===== config.mk =====
export PLATFORM = sky130hd
export DESIGN_NAME = mine_hit_tracker
export DESIGN_NICKNAME = d
export VERILOG_FILES = /design/src/rtl/mine_pkg.sv /design/src/rtl/tile_window_match.sv /design/src/rtl/mine_hit_tracker.sv
export SDC_FILE = /design/constraint.sdc
export NUM_CORES = 1
export LEC_CHECK = 0
export ABC_AREA = 1
export ABC_CLOCK_PERIOD_IN_PS = 2500
export BUFFER_PORTS_ARGS = -buffer_cell sky130_fd_sc_hd__buf_2
export CAP_MARGIN = 25
export CORE_UTILIZATION = 55
export CTS_CLUSTER_DIAMETER = 40
export CTS_CLUSTER_SIZE = 25
export DETAILED_ROUTE_END_ITERATION = 10
export PLACE_DENSITY = 0.83
export SLEW_MARGIN = 20
export SYNTH_ARGS = -nofsm -noshare
export SYNTH_HDL_FRONTEND = slang
export SYNTH_SLANG_ARGS = --single-unit
export TNS_END_PERCENT = 50

===== constraint.sdc =====
create_clock -name clk -period 2.5 [get_ports clk]
set_clock_uncertainty 0.05 [all_clocks]
set_input_delay 0.5 -clock clk [delete_from_list [all_inputs] [get_ports clk]]
set_output_delay 0.5 -clock clk [all_outputs]
set_load 0.01 [all_outputs]

===== src/rtl/mine_pkg.sv =====
// Shared types and tile-grid constants for the mine hit tracker.
// Pixel coordinates are 11 bits; tiles are 2**TILE_SHIFT pixels square.
package mine_pkg;

    localparam int TILE_SHIFT = 5;

    typedef logic [10:0] pix_t;
    typedef logic [4:0]  tile_x_t;
    typedef logic [3:0]  tile_y_t;
    typedef logic [3:0]  level_t;

    localparam pix_t TILES_X = 11'd20;
    localparam pix_t TILES_Y = 11'd15;

    typedef enum logic [1:0] {
        ARMED,
        REPORT,
        LOCKOUT
    } hit_state_e;

    function automatic pix_t tile_of(pix_t p);
        return p >> TILE_SHIFT;
    endfunction

endpackage


===== src/rtl/tile_window_match.sv =====
// Holds the latched hit tile and its clear window.
// Emits a registered collision strobe while the scan is inside that tile.
module tile_window_match
    import mine_pkg::*;
(
    input  logic    clk,
    input  logic    resetN,
    input  logic    set_i,
    input  logic    clear_i,
    input  tile_x_t tile_x_i,
    input  tile_y_t tile_y_i,
    input  pix_t    pixel_x_i,
    input  pix_t    pixel_y_i,
    output tile_x_t tile_x_o,
    output tile_y_t tile_y_o,
    output logic    collision_o
);

    tile_x_t tile_x_q, tile_x_d;
    tile_y_t tile_y_q, tile_y_d;
    logic    win_q, win_d;
    logic    coll_q, coll_d;
    logic    match;

    assign match = (tile_of(pixel_x_i) == pix_t'(tile_x_q))
                && (tile_of(pixel_y_i) == pix_t'(tile_y_q));

    always_comb begin
        tile_x_d = tile_x_q;
        tile_y_d = tile_y_q;
        win_d    = win_q;
        if (set_i) begin
            tile_x_d = tile_x_i;
            tile_y_d = tile_y_i;
            win_d    = 1'b1;
        end else if (clear_i) begin
            win_d    = 1'b0;
        end
        // The closing event already masks its own cycle.
        coll_d = win_q & ~clear_i & match;
    end

    always_ff @(posedge clk or negedge resetN) begin
        if (!resetN) begin
            tile_x_q <= '0;
            tile_y_q <= '0;
            win_q    <= 1'b0;
            coll_q   <= 1'b0;
        end else begin
            tile_x_q <= tile_x_d;
            tile_y_q <= tile_y_d;
            win_q    <= win_d;
            coll_q   <= coll_d;
        end
    end

    assign tile_x_o    = tile_x_q;
    assign tile_y_o    = tile_y_q;
    assign collision_o = coll_q;

endmodule


===== src/rtl/mine_hit_tracker.sv =====
// Detects player/mine overlap, reports one hit per frame to the controller,
// drives the matrix clear strobe for the hit tile and counts hits per level.
module mine_hit_tracker
    import mine_pkg::*;
#(
    parameter int CNT_W = 8
) (
    input  logic             clk,
    input  logic             resetN,
    input  logic             startOfFrame,
    input  logic [10:0]      pixelX,
    input  logic [10:0]      pixelY,
    input  logic             mineDR,
    input  logic             playerDR,
    input  logic [3:0]       level,
    input  logic             hitAck,
    output logic             collision,
    output logic             hitValid,
    output logic [4:0]       hitTileX,
    output logic [3:0]       hitTileY,
    output logic [3:0]       hitLevel,
    output logic [CNT_W-1:0] hitCount
);

    hit_state_e       state_q, state_d;
    pix_t             px_q, py_q;
    level_t           prev_lvl_q;
    level_t           hit_lvl_q, hit_lvl_d;
    logic [CNT_W-1:0] cnt_q, cnt_d;

    pix_t tx, ty;
    logic in_grid;
    logic lvl_chg;
    logic hit;

    assign tx      = tile_of(px_q);
    assign ty      = tile_of(py_q);
    assign in_grid = (tx < TILES_X) && (ty < TILES_Y);
    assign lvl_chg = (level != prev_lvl_q);

    // Frame start and level change both pre-empt a same-cycle overlap.
    assign hit = (state_q == ARMED) & mineDR & playerDR & in_grid
               & ~startOfFrame & ~lvl_chg;

    always_ff @(posedge clk or negedge resetN) begin
        if (!resetN) begin
            state_q <= ARMED;
        end else begin
            state_q <= state_d;
        end
    end

    always_comb begin
        state_d = state_q;
        unique case (state_q)
            ARMED: begin
                if (lvl_chg) begin
                    state_d = LOCKOUT;
                end else if (hit) begin
                    state_d = REPORT;
                end
            end
            REPORT: begin
                if (hitAck) begin
                    state_d = LOCKOUT;
                end
            end
            LOCKOUT: begin
                if (startOfFrame) begin
                    state_d = ARMED;
                end
            end
            default: state_d = ARMED;
        endcase
    end

    always_comb begin
        hitValid = (state_q == REPORT);
    end

    always_comb begin
        hit_lvl_d = hit_lvl_q;
        cnt_d     = cnt_q;
        if (hit) begin
            hit_lvl_d = level;
        end
        if (lvl_chg) begin
            cnt_d = '0;
        end else if (hit && (cnt_q != '1)) begin
            cnt_d = cnt_q + 1'b1;
        end
    end

    always_ff @(posedge clk or negedge resetN) begin
        if (!resetN) begin
            px_q       <= '0;
            py_q       <= '0;
            prev_lvl_q <= '0;
            hit_lvl_q  <= '0;
            cnt_q      <= '0;
        end else begin
            px_q       <= pixelX;
            py_q       <= pixelY;
            prev_lvl_q <= level;
            hit_lvl_q  <= hit_lvl_d;
            cnt_q      <= cnt_d;
        end
    end

    tile_window_match u_win (
        .clk         (clk),
        .resetN      (resetN),
        .set_i       (hit),
        .clear_i     (startOfFrame | lvl_chg),
        .tile_x_i    (tile_x_t'(tx[4:0])),
        .tile_y_i    (tile_y_t'(ty[3:0])),
        .pixel_x_i   (pixelX),
        .pixel_y_i   (pixelY),
        .tile_x_o    (hitTileX),
        .tile_y_o    (hitTileY),
        .collision_o (collision)
    );

    assign hitLevel = hit_lvl_q;
    assign hitCount = cnt_q;

endmodule


==> results.cfg <==
[cts]
cts_root_buffer = clkbuf_4
clockBufferDepth = 2
cts_buffers = 5
cts_sinks = 41
cts_setup_buffers = 0
clock_latency_ps = 360
cts_tree = built
cts.htree.levels = 2
ctsHoldBuffers = 0
clkTransAtPathRegs_ps = 130
ctsResizeCount = 0

[grt]
grt_pass1_vias = 1487
grt_max_degree = 42
gr-usage-all-layers = 0.231
grt_pass1_wl_um = 6300
antenna_found_initial = 0
grt-ovfl-total = 0

[critical_path]
max_stage_delay_ps = 440
worst-setup-path-type = flip-flop to primary output
arrival_ps = 1170
crit_required_ps = 1950
worstPathMaxFanout = 4
cp_cell_sequence = nor2_1 > buf_2
end_kind = primary output
cp-start-kind = flip-flop
critPathSlowestCell = dfrtp_1

[sta]
rsz0062_at_grt = false
finalSetupTns_ps = 0
setup_viol = 0
fmax_mhz = 581
slew_headroom = 0.416
fin_crit_sh = 0.689
hold_viol = 0
post-route-min-period_ps = 1720
drv_slew = 0
tightest_slew_ps = 876
worst_slack_ps = 778

[die]
ioPinCount = 55
fp.dieArea_um2 = 3830
start_util = 0.581
die_h_um = 61.9
rows = 21
coreArea_um2 = 3390
die_w_um = 61.9

[final_layout]
fin_nets = 322
multi_input_area_um2 = 806
fillers = 294
final_common_cell = nand2_1
antenna_cells = 0
regArea_um2 = 1030
drive_gt1_frac = 0.252
areaGrowthSynthToFinish_pct = 18.3
final_cell_mix = nand2_1 (82), buf_2 (44), dfrtp_1 (41)

[synthesis]
synthFlopType = dfrtp_1
synth_fp_nets = 273
synth_edf_count = 0
syn_avg_cell_area_um2 = 8.21
synth.distinct_cells = 27
synthesis.area_um2 = 1970
ys_ff_latch = 41
synthCells = 240
synth-warning-count = 0
yosys-top-cells-area = dfrtp_1 (52%), nand2_1 (16%), inv_1 (5.0%)
synth_area_leader_cell = dfrtp_1
seq_area_frac_synth = 0.521
synth_async_sr_flop_share = 1.00
synth.top_cell.area_share = 0.521

[detailed_routing]
via_per_inst = 4.88
ant_nets = 0
wirelength_um = 3950
vias = 1641
wl_per_cell_um = 11.7
drc = 0
drtPass1Iterations = 5
drtIter0Drc = 75

[pwr]
p_total_mw = 1.33
power_frac_clock = 0.402
seq_power_share = 0.521
p_per_area_nw_per_um2 = 569
switching_power_mw = 0.303
comb_power_share = 0.076
leakagePower_nw = 1.30
switching_share = 0.228
p_int_mw = 1.02
vdd_drop_max_v = 0.000576

[job]
drv_cap = 0

[placed_design]
port_buffers = 44
place_ws_ps = 669
gp_congestion = 0.795
post-dp-hpwl_um = 2860

[outcome]
run_status = complete, no violations

[min_path]
hold_path_class = input pin to async pin
## sequential cells by signal, indices dropped and copies added (netlist names)
signal,flops
hitCount,8
px_q,6
u_win.win_q,1
u_win.collision_o,1
hitLevel,4
state_q,2
u_win.tile_y_o,4
u_win.tile_x_o,5
prev_lvl_q,4
py_q,6
## per-layer routing
metal	global-route usage	wire length [µm]	part of all wire	up-vias
li1	-	-	-	846
met1	0.288	1740	0.44	748
met2	0.393	2000	0.51	42
met3	0.0642	158	0.040	5
met4	0.0667	39	0.0099	0
met5	0	0	0	-
## cells by family (layout without fill, tap and decap cells)
kind of cell	after synthesis	after routing	synth area share
AOI/OAI and AO/OA	14	14	0.0457
xor gates and xnor gates	5	5	0.0222
adders and majority gates	1	1	0.00635
buffers and inverters	34	84	0.0705
DFF	41	41	0.521
and+or+nand+nor	145	145	0.335
## cells in the mapped netlist, types with 2 or more instances
library cell / count
o21ai_1: 2
xnor2_1: 3
nor2_2: 3
nand2_1: 82
nand2_4: 3
or2_2: 2
nor3_1: 5
nand4_1: 6
xor2_1: 2
nor2_1: 26
o21ai_0: 6
nand2_2: 2
dfrtp_1: 41
a21oi_1: 2
nand3_1: 13
inv_2: 6
inv_1: 26
## power groups by stage
stage | clock (mW) | sequential [mW] | combinational, mW
3_3_place_gp | 0 | 0.704 | 0.0994
6_report | 0.534 | 0.692 | 0.101
4_1_cts | 0.541 | 0.692 | 0.103
2_1_floorplan | 0 | 0.704 | 0.0551
3_5_place_dp | 0 | 0.705 | 0.102
5_1_grt | 0.567 | 0.694 | 0.116
## final timing paths
path | from | to | slack [ps] | cells past startpoint
worst max register to register | hitCount[0] | hitCount[4] | 880 | 8
worst min-delay path | resetN | py_q[6] | 200 | 1
worst min register to register | hitLevel[1] | hitLevel[1] | 440 | 2
min in group clk | pixelY[7] | py_q[7] | 200 | 1
max in group asynchronous | resetN | px_q[8] | 1650 | 1
worst max-delay path | state_q[1] | hitValid | 780 | 2
## critical path: cells and delay by family, from the launching register on
family	cells	cell delay (ps)
flip-flops	1	440
AND/OR/NAND/NOR	1	210
buffers and inverters	1	170
## final cells by class
cell class	instances	share of cell area
well taps	46	0.0247
clock inverters	3	0.0279
multi-input cells	165	0.345
inverters	32	0.0515
flip-flops and latches	41	0.440
clock buffers	5	0.0161
repair buffers	44	0.0944
## per-stage QoR
stage / hold slack, ps / cells / util / cell area [µm²]
global placement: 411 / 328 / 0.658 / 2230
CTS: 189 / 336 / 0.688 / 2330
floorplan: 154 / 240 / - / 1970
global route: 178 / 336 / 0.688 / 2330
detailed placement: 416 / 328 / 0.658 / 2230
finish: 198 / 336 / 0.688 / 2330
(Power assumes the default switching activity.)
